**src/rtl/reg_bank_mover.sv**
```systemverilog
// Register-bank mover: single WRITE/READ, block COPY and block FILL
// over an external bank with a combinational read port and a clocked write port.
//
// Ports:
//   clk, rst        clock and synchronous active-high reset
//   cmd_*           command channel (valid/ready), accepted only in IDLE
//   rsp_*           response channel (valid/ready), held until consumed
//   wr_en/w_*       bank write port, registered by the bank on posedge clk
//   rd1_en/r_*      bank read port, r_data1 combinational from r_addr1
//   busy            high whenever the FSM is not in IDLE
module reg_bank_mover #(
  parameter int WL = 32,
  parameter int AL = 32,
  parameter int LW = 8
) (
  input  logic          clk,
  input  logic          rst,
  input  logic          cmd_valid,
  output logic          cmd_ready,
  input  logic [1:0]    cmd_op,
  input  logic [AL-1:0] cmd_addr,
  input  logic [AL-1:0] cmd_dst,
  input  logic [LW-1:0] cmd_len,
  input  logic [WL-1:0] cmd_data,
  output logic          rsp_valid,
  input  logic          rsp_ready,
  output logic [1:0]    rsp_op,
  output logic [WL-1:0] rsp_data,
  output logic          wr_en,
  output logic [AL-1:0] w_addr,
  output logic [WL-1:0] w_data,
  output logic          rd1_en,
  output logic [AL-1:0] r_addr1,
  input  logic [WL-1:0] r_data1,
  output logic          busy
);

  typedef enum logic [2:0] {
    S_IDLE,
    S_WRITE,
    S_READ,
    S_MOVE,
    S_RESP
  } state_t;

  localparam logic [1:0] OP_WRITE = 2'b00;
  localparam logic [1:0] OP_READ  = 2'b01;
  localparam logic [1:0] OP_COPY  = 2'b10;

  state_t        state_q, state_d;
  logic [1:0]    op_q, op_d;
  logic [AL-1:0] src_q, src_d;
  logic [AL-1:0] dst_q, dst_d;
  logic [LW-1:0] len_q, len_d;
  logic [WL-1:0] dat_q, dat_d;
  logic [LW-1:0] idx_q, idx_d;
  logic [WL-1:0] rdat_q, rdat_d;

  logic [LW-1:0] idx_nxt;
  logic [AL-1:0] idx_ext;

  assign idx_nxt = idx_q + LW'(1);
  assign idx_ext = AL'(idx_q);

  always_ff @(posedge clk) begin
    if (rst) begin
      state_q <= S_IDLE;
      op_q    <= '0;
      src_q   <= '0;
      dst_q   <= '0;
      len_q   <= '0;
      dat_q   <= '0;
      idx_q   <= '0;
      rdat_q  <= '0;
    end else begin
      state_q <= state_d;
      op_q    <= op_d;
      src_q   <= src_d;
      dst_q   <= dst_d;
      len_q   <= len_d;
      dat_q   <= dat_d;
      idx_q   <= idx_d;
      rdat_q  <= rdat_d;
    end
  end

  always_comb begin
    state_d   = state_q;
    op_d      = op_q;
    src_d     = src_q;
    dst_d     = dst_q;
    len_d     = len_q;
    dat_d     = dat_q;
    idx_d     = idx_q;
    rdat_d    = rdat_q;
    cmd_ready = 1'b0;
    rsp_valid = 1'b0;
    rsp_op    = '0;
    rsp_data  = '0;
    wr_en     = 1'b0;
    w_addr    = '0;
    w_data    = '0;
    rd1_en    = 1'b0;
    r_addr1   = '0;

    unique case (state_q)
      S_IDLE: begin
        cmd_ready = 1'b1;
        if (cmd_valid) begin
          op_d   = cmd_op;
          src_d  = cmd_addr;
          dst_d  = cmd_dst;
          len_d  = cmd_len;
          dat_d  = cmd_data;
          idx_d  = '0;
          rdat_d = '0;
          unique case (cmd_op)
            OP_WRITE: state_d = S_WRITE;
            OP_READ:  state_d = S_READ;
            default:  state_d = (cmd_len == '0) ? S_RESP : S_MOVE;
          endcase
        end
      end

      S_WRITE: begin
        wr_en   = 1'b1;
        w_addr  = src_q;
        w_data  = dat_q;
        state_d = S_RESP;
      end

      S_READ: begin
        rd1_en  = 1'b1;
        r_addr1 = src_q;
        rdat_d  = r_data1;
        state_d = S_RESP;
      end

      S_MOVE: begin
        // Bank write lands at the end of this cycle, so the next
        // read of an overlapping COPY already sees it.
        wr_en  = 1'b1;
        w_addr = dst_q + idx_ext;
        if (op_q == OP_COPY) begin
          rd1_en  = 1'b1;
          r_addr1 = src_q + idx_ext;
          w_data  = r_data1;
        end else begin
          w_data = dat_q;
        end
        if (idx_nxt == len_q) begin
          state_d = S_RESP;
        end else begin
          idx_d = idx_nxt;
        end
      end

      S_RESP: begin
        rsp_valid = 1'b1;
        rsp_op    = op_q;
        rsp_data  = rdat_q;
        if (rsp_ready) begin
          state_d = S_IDLE;
        end
      end

      default: state_d = S_IDLE;
    endcase
  end

  assign busy = (state_q != S_IDLE);

endmodule

```
**config.mk**
```make
export PLATFORM = sky130hd
export DESIGN_NAME = reg_bank_mover
export DESIGN_NICKNAME = d
export VERILOG_FILES = /design/src/rtl/reg_bank_mover.sv
export SDC_FILE = /design/constraint.sdc
export NUM_CORES = 1
export LEC_CHECK = 0
export ABC_AREA = 1
export CELL_PAD_IN_SITES_DETAIL_PLACEMENT = 0
export CELL_PAD_IN_SITES_GLOBAL_PLACEMENT = 1
export CORE_UTILIZATION = 29
export DETAILED_ROUTE_END_ITERATION = 16
export GPL_TIMING_DRIVEN = 0
export PLACE_DENSITY_LB_ADDON = 0.1
export SLEW_MARGIN = 5
export SYNTH_ARGS = -nofsm -noshare
export SYNTH_HDL_FRONTEND = slang
export SYNTH_SLANG_ARGS = --single-unit
```
**constraint.sdc**
```tcl
create_clock -name clk -period 2.3 [get_ports clk]
set_clock_uncertainty 0.2 [all_clocks]
set_input_delay 0.23 -clock clk [delete_from_list [all_inputs] [get_ports clk]]
set_output_delay 0.23 -clock clk [all_outputs]
set_load 0.03 [all_outputs]
```
==> metrics.md, run 1 <==
| Metric | Value |
|---|---|
| Avg Inst Size Synth | 6.24 µm² |
| Setup TNS | -42.24 ns |
| Hold Worst Slack | roughly 0.16 ns |
| Post-synth top area share | 33.2% |
| PortBufs | 275 |
| Synthesized instance count | 1438 |
| H-Tree Depth | 4 |
| PnR worst setup slack | -0.779 ns |
| Max_cap viols | 0 |
| Mapped Nets | around 1600 |
| Main synth FF type | dfxtp_1 |
| Initial antenna violation count | 1 |
| DR vias/cell | ~5.2 |
| CTS Root Cell | clkbuf_16 |
| CP arrival | 2.65 ns |
| CP Launch Type | flip-flop |
| Setup violations, final | 97 |
| Synth area leaders | dfxtp_1 33%, nand2_1 12%, a21oi_1 12%, o21ai_0 8.7%, nand3_1 8.4% |
| Max-slew violations | 0 |
| Routed len/inst | around 20 µm |
| Die X | 178 µm |
| Number of global-route vias before repair | roughly 11000 |
| Final #Nets | 2006 |
| Hold_buf cts | 0 |
| Critical path fanouts, max | 4 |
| Minimum clock period | ~3.1 ns |
| Antenna-violating nets left | 0 |
| GRT overflow | 0 |
| DPL Wire Length | 33.5 mm |
| First-pass GRT wire length | 64.5 mm |
| Synth Register Bits | about 150 |
| Area of the core | just over 30000 µm² |
| Leakage | 0.00629 µW |
| Sequential share of the synthesized area | 33.2% |
| EDFF count, synth | 0 |
| Fin. Hold Viols | 0 |
| Cell taking the most area after synthesis | dfxtp_1 |
| CP required | 1.87 ns |
| Slowest-stage cell, CP | dfxtp_4 |
| Clk_lat worst skew | 0.44 ns |
| Tcrit/Tclk final | 134% |
| Met1 usage | 36.4% |
| Pin count of the biggest net entering global routing | 17 |
| # IOs | 277 |
| Clk sinks | roughly 150 |
| Worst path buffer plus inverter count | 4 |
| Syn-to-layout area delta | 81.3% |
| Max frequency | around 0.32 GHz |
| Met2 usage | 45.5% |
| Pwr per Cell Area | 955 nW/µm² |
| CTS tree | yes |
| WP depth | 15 |
| GPL Wtd Cong | about 0.91 |
| VDD IR max | approximately 0.67 mV |
| CP cell instances | ha_4, inv_2, fa_2, nand3b_1, nand2_2, a21boi_4, o21ai_4, buf_12, buf_8, nand2_4, nor2_1, nand2_1, nand3_2, o21ai_4, buf_6 |
| Std cell rows | 64 |
| TritonCTS buffer count | 17 |
| Async set-reset flop share out of synthesis | 0% |
| DRC | 0 |
| HP Class | primary input to flip-flop |
| CTS clock-pin slew for the worst setup and hold paths | 0.08 ns |
| GRT Total Usage | roughly 27% |
| Worst-Margin Slew | between 0.8 and 0.9 ns |
| Clk buf depth | 2 |
| Setup crit end kind | output pin |
| Outcome | finished with violations |
| Kind of critical path | flip-flop to output pin |
| R2R depth | 13 |
| Die area | 31600 µm² |
| Hold-critical path depth | 3 |
| Failing checks | setup timing |
| Pwr Total | about 16000 µW |
| Initial Utilization | 29.4% |
| GR peak layer | met2 |
| Yosys cell types | 41 |
| Slowest Stage Delay on Critical Path | around 0.38 ns |
| RSZ-0062 raised after global routing | true |
| Vias | approximately 12000 |
| Drt pass-1 iters | 6 |
| Met3 usage | 4.18% |
| Worst path most repeated cell | o21ai_4 |
| Starting DRT DRC Count | 810 |
| Die Ht | 178 µm |
| Relative slew slack | 45.0% |
| Ys Warns | 0 |
| Mapped Area | 8970 µm² |
| Post-Route WL | roughly 45 mm |
| Share of layout cells above drive strength 1 | 35.5% |
| CP top delay family | simple AND/OR/NAND/NOR gates |
| Core Util, Final | 53.3% |
-- worst reg2reg max path, cell delays in order (launching register included) --
cell            delay (ns)
dfxtp_2               0.37
buf_6                 0.13
inv_8                 0.03
nor2_4                0.09
inv_2                 0.07
buf_6                 0.12
nor2_4                0.15
buf_6                 0.15
clkinv_8              0.08
dlymetal6s2s_1        0.19
buf_4                 0.15
clkbuf_1              0.22
nand3_1               0.13
a21oi_1               0.07
-- logic make-up (layout without fill, tap and decap cells) --
group                    count (synthesis)  after routing  share of synthesized area (%)
AO/OA/AOI/OAI                          413            413                           23.8
other                                    0              2                              0
XOR/XNOR                                 7              7                          0.683
buffers and inverters                  240            659                           10.3
AND/OR/NAND/NOR                        610            611                           29.2
adder cells (fa/ha/maj)                 19             19                           2.82
flip-flops                             149            149                           33.2
-- synthesized netlist by cell type (2+ instances only) --
master / n
nand3_1: 150
nand4_1: 16
ha_1: 17
nor2_1: 104
nand2_1: 298
nor2_4: 3
fa_1: 2
o31ai_1: 2
inv_1: 148
o21ai_0: 156
nor4_1: 4
nor2_2: 3
o21a_1: 2
clkbuf_1: 62
inv_2: 9
nand2_2: 2
a21boi_0: 2
a21oi_1: 210
buf_1: 5
nor3_1: 22
o22ai_1: 20
buf_2: 15
o21ai_1: 13
xor2_1: 6
nand3b_1: 2
and2_1: 2
dfxtp_1: 149
-- repair_timing --
action	in CTS	in global routing
cloned	3	5
setup buffers	51	59
resized for setup	938	451
pin swaps	50	90
hold endpoints to repair	0	0
endpoints found under the setup margin	249	271
-- area by class of cell --
cell class                 instances  area (µm²)
multi-input combinational       1050        6910
timing repair buffer             388        4030
antenna                            2        5.00
clock buffer                      18         439
tap                              396         495
fill                            3023       14200
clock inverter                    14         156
inverter                         157         631
sequential                       149        3030
buffer                            82         568
-- registers in the layout, indices dropped and copies added, names as in the netlist --
name	cells
len_q	8
state_q	3
dat_q	32
op_q	2
idx_q	8
dst_q	32
src_q	32
rdat_q	32
-- routing by layer --
| layer | part of all wire, % | up-vias |
|---|---|---|
| met5 | 0 | - |
| met4 | 2.9 | 0 |
| met3 | 5.1 | 63 |
| met2 | 47 | 379 |
| met1 | 45 | 5529 |
| li1 | - | 5649 |
-- placed cells by master (no fill, tap or decap), types with 10 or more instances in the layout --
cell	Yosys	final
clkdlybuf4s15_2	0	30
nand2_1	298	219
inv_2	9	14
nand4_1	16	16
a21oi_2	0	35
nor3_1	22	15
clkbuf_1	62	39
dfxtp_1	149	130
o22ai_2	0	17
buf_4	0	78
o21ai_4	0	13
inv_1	148	136
nand2_2	2	42
nor2_4	3	14
nand3_1	150	114
a21oi_1	210	154
ha_4	0	17
nand3_2	0	32
clkbuf_16	0	24
nand2_4	0	39
clkbuf_2	0	13
o21ai_2	1	41
clkdlybuf4s50_1	0	141
o21ai_0	156	81
a21oi_4	0	21
buf_6	1	118
dfxtp_4	0	10
nor2_1	104	88
buf_12	0	15
o21ai_1	13	35
-- stage by stage --
step | setup slack, ns | cell area (µm²) | std cells
after floorplan | -0.231 | 9170 | 1438
after global placement | -1.23 | 12400 | 2109
after detailed placement | -1.21 | 12400 | 2109
after CTS | -0.856 | 14400 | 2195
after global routing | -0.858 | 16300 | 2255
final | -0.779 | 16300 | 2256
-- power breakdown --
part | switching, µW | internal, µW
clock network | 1360 | 1580
logic | 5370 | 3210
registers | 687 | 3340
total | 7420 | 8120
-- path summary, 6_finish.rpt --
check,startpoint,endpoint,slack [ns]
worst max-delay path,idx_q[0]$_SDFFE_PP0P_,r_addr1[24],-0.78
worst min-delay path,cmd_data[16],dat_q[16]$_SDFFE_PP0P_,0.16
worst max register to register,state_q[1]$_SDFFE_PP0P_,rdat_q[19]$_SDFFE_PP0P_,0.03
worst min register to register,dat_q[24]$_SDFFE_PP0P_,dat_q[24]$_SDFFE_PP0P_,0.26
(Power assumes the default switching activity.)
==> run 2: changes to the inputs <==
--- a/config.mk
+++ b/config.mk
@@ -8,9 +8,11 @@
 export ABC_AREA = 1
 export CELL_PAD_IN_SITES_DETAIL_PLACEMENT = 0
 export CELL_PAD_IN_SITES_GLOBAL_PLACEMENT = 1
+export CORE_ASPECT_RATIO = 0.7
 export CORE_UTILIZATION = 29
 export DETAILED_ROUTE_END_ITERATION = 16
 export GPL_TIMING_DRIVEN = 0
+export MAX_ROUTING_LAYER = met4
 export PLACE_DENSITY_LB_ADDON = 0.1
 export SLEW_MARGIN = 5
 export SYNTH_ARGS = -nofsm -noshare
==> metrics.md, run 2 (synthesized netlist as in run 1, its figures left out) <==
| Metric | Value |
|---|---|
| Die Ht | 149 µm (-16%) |
| Clk buf depth | 2 (unchanged) |
| VDD IR max | 0.437 mV (-34%) |
| Hold Crit Start | cmd_valid |
| Starting DRT DRC Count | 1023 (+26%) |
| Routed len/inst | 20.6 µm (+3.2%) |
| CP arrival | 2.62 ns (-0.03 ns) |
| Hold Worst Slack | 0.150 ns (-0.0135 ns) |
| Setup crit end kind | output pin |
| Fin. Hold Viols | 0 (unchanged) |
| Reg2Reg Setup Slack | -0.03 ns (-0.06 ns) |
| DR vias/cell | 5.15 (about the same) |
| Outcome | finished with violations |
| R2R depth | 8 (-5) |
| RSZ-0062 raised after global routing | true |
| Max_cap viols | 0 (unchanged) |
| Area of the core | 30200 µm² (-0.89%) |
| P_sw | 7580 µW (+2.1%) |
| First-pass GRT wire length | 64.8 mm (+0.44%) |
| Most frequent cells in the layout | 210 x nand2_1, 155 x a21oi_1, 141 x clkdlybuf4s50_1, 135 x inv_1, 129 x dfxtp_1 |
| Tcrit/Tclk final | 133% (-1.1 points) |
| Pin count of the biggest net entering global routing | 19 (+2) |
| PnR worst setup slack | -0.754 ns (+0.0250 ns) |
| Post-Route WL | 46.8 mm (+3.6%) |
| Max frequency | 0.327 GHz (+0.82%) |
| DRC | 0 (unchanged) |
| Hold-critical path depth | 3 (unchanged) |
| Clk sinks | 149 (unchanged) |
| H-Tree Depth | 4 (unchanged) |
| Relative slew slack | 48.3% (+3.4 points) |
| Initial Utilization | 29.7% (+0.26 points) |
| Syn-to-layout area delta | 80.6% |
| CTS clock-pin slew for the worst setup and hold paths | 0.07 ns (about the same) |
| Minimum clock period | 3.05 ns (-0.0250 ns) |
| # IOs | 277 (unchanged) |
| R2R Path End | dst_q[1]$_SDFFE_PP0P_ |
| Drt pass-1 iters | 4 (-2) |
| Clk_lat worst skew | 0.45 ns (about the same) |
| Comb pwr share | 54.1% (-1.1 points) |
| GRT overflow | 0 (unchanged) |
| CP required | 1.87 ns (about the same) |
| Worst-Margin Slew | 0.775 ns (-0.0503 ns) |
| Max-slew violations | 0 (unchanged) |
| GPL Wtd Cong | 0.934 (+2.4%) |
| TritonCTS buffer count | 17 (unchanged) |
| Die area | 31700 µm² (about the same) |
| Crit Reg-Reg Startpoint | state_q[1]$_SDFFE_PP0P_ |
| Die X | 212 µm (+19%) |
| Pwr per Cell Area | 950 nW/µm² (-0.60%) |
| Share of layout cells above drive strength 1 | 35.7% (+0.22 points) |
| DPL Wire Length | 35.5 mm (+6.0%) |
| CTS tree | yes |
| Setup violations, final | 103 (+6.2%) |
| Clock power frac | 19.0% (about the same) |
| HP Class | primary input to flip-flop |
| Failing checks | setup timing |
| Antenna-violating nets left | 0 (unchanged) |
| Hold_buf cts | 0 (unchanged) |
| Placed insts | 2125 (+0.76%) |
| PortBufs | 275 (unchanged) |
| Switching share of power | 49.2% (+1.5 points) |
| Std cell rows | 53 (-17%) |
| Final #Nets | 2000 (-0.30%) |
| Initial antenna violation count | 1 (unchanged) |
| Number of global-route vias before repair | 10200 (-6.7%) |
| GRT Total Usage | 29.0% (+1.7 points) |
| Worst Hold End | dst_q[3]$_SDFFE_PP0P_ |
| Critical path fanouts, max | 4 (unchanged) |
| CP Launch Type | flip-flop |
| Leakage | 0.00631 µW (+0.31%) |
| Vias | 11700 (+0.45%) |
| Kind of critical path | flip-flop to output pin |
| Flop pwr share | 27.0% (+1.1 points) |
| P_int | 7810 µW (-3.8%) |
| CTS Root Cell | clkbuf_16 |
| Layout Cells excl Fill | 2265 (+0.40%) |
| Leading cell type in the layout, fill and taps excluded | nand2_1 |
==> run 2: power groups by stage <==
stage,combinational (µW),clock [µW],sequential (µW)
4_1_cts,7310,2940,4070
6_report,8320,2920,4150
5_1_grt,8900,3060,4220
3_3_place_gp,6140,0,4020
3_5_place_dp,6170,0,4030
2_1_floorplan,3940,0,3740
==> run 2: layout make-up <==
class,instances,area (µm²)
fill,2994,14000
multi-input combinational,1050,7080
timing repair buffer,380,3780
sequential,149,3040
inverter,157,626
buffer,83,544
tap,412,515
clock buffer,17,425
clock inverter,15,183
timing repair inverter,1,11.3
antenna,1,2.50
==> run 2: stage by stage <==
step                TNS, ns  worst slack, ns  cell area [µm²]  util [%]  power, µW
CTS                  -35.75           -0.732            14600      48.1      14300
finish               -39.98           -0.754            16200      53.6      15400
floorplan             -3.16           -0.231             9170         -       7670
detailed placement   -99.54            -1.18            12400      41.1      10200
global route         -48.69           -0.859            16200      53.6      16200
global placement     -97.46            -1.19            12400      41.1      10200
==> run 2: repair_timing <==
item / CTS / global route
setup buffers: 58 / 44
pin swaps: 69 / 117
gates cloned: 2 / 6
gates resized for setup: 1017 / 413
endpoints found under the setup margin: 195 / 174
==> run 2: worst max-delay path, stage by stage (launching register included) <==
cell and delay, ns:
dfxtp_4 0.41, ha_4 0.14, inv_2 0.03, fa_2 0.32
inv_2 0.07, nand3_2 0.08, nand3_4 0.08, a21oi_4 0.09
inv_4 0.11, nand3_2 0.10, o211ai_1 0.45, o21ai_2 0.11
buf_6 0.16
==> run 2: routing by layer <==
| layer | vias up | routed length, µm | GRT usage, % |
|---|---|---|---|
| li1 | 5649 | - | - |
| met1 | 5596 | 23900 | 44.8 |
| met2 | 388 | 19200 | 37.7 |
| met3 | 39 | 2920 | 5.52 |
| met4 | 0 | 682 | 5.86 |
| met5 | - | 0 | - |
==> run 2: worst max path at each step <==
stage / start / end / slack (ns) / cells past startpoint
5_1_grt: idx_q[0]$_SDFFE_PP0P_ / r_addr1[24] / -0.86 / 14
3_5_place_dp: idx_q[2]$_SDFFE_PP0P_ / w_addr[9] / -1.18 / 12
2_1_floorplan: state_q[0]$_SDFFE_PP0P_ / w_addr[21] / -0.23 / 7
6_report: idx_q[0]$_SDFFE_PP0P_ / w_addr[18] / -0.75 / 12
3_3_place_gp: idx_q[1]$_SDFFE_PP0P_ / w_addr[20] / -1.19 / 12
4_1_cts: idx_q[0]$_SDFFE_PP0P_ / r_addr1[24] / -0.73 / 14
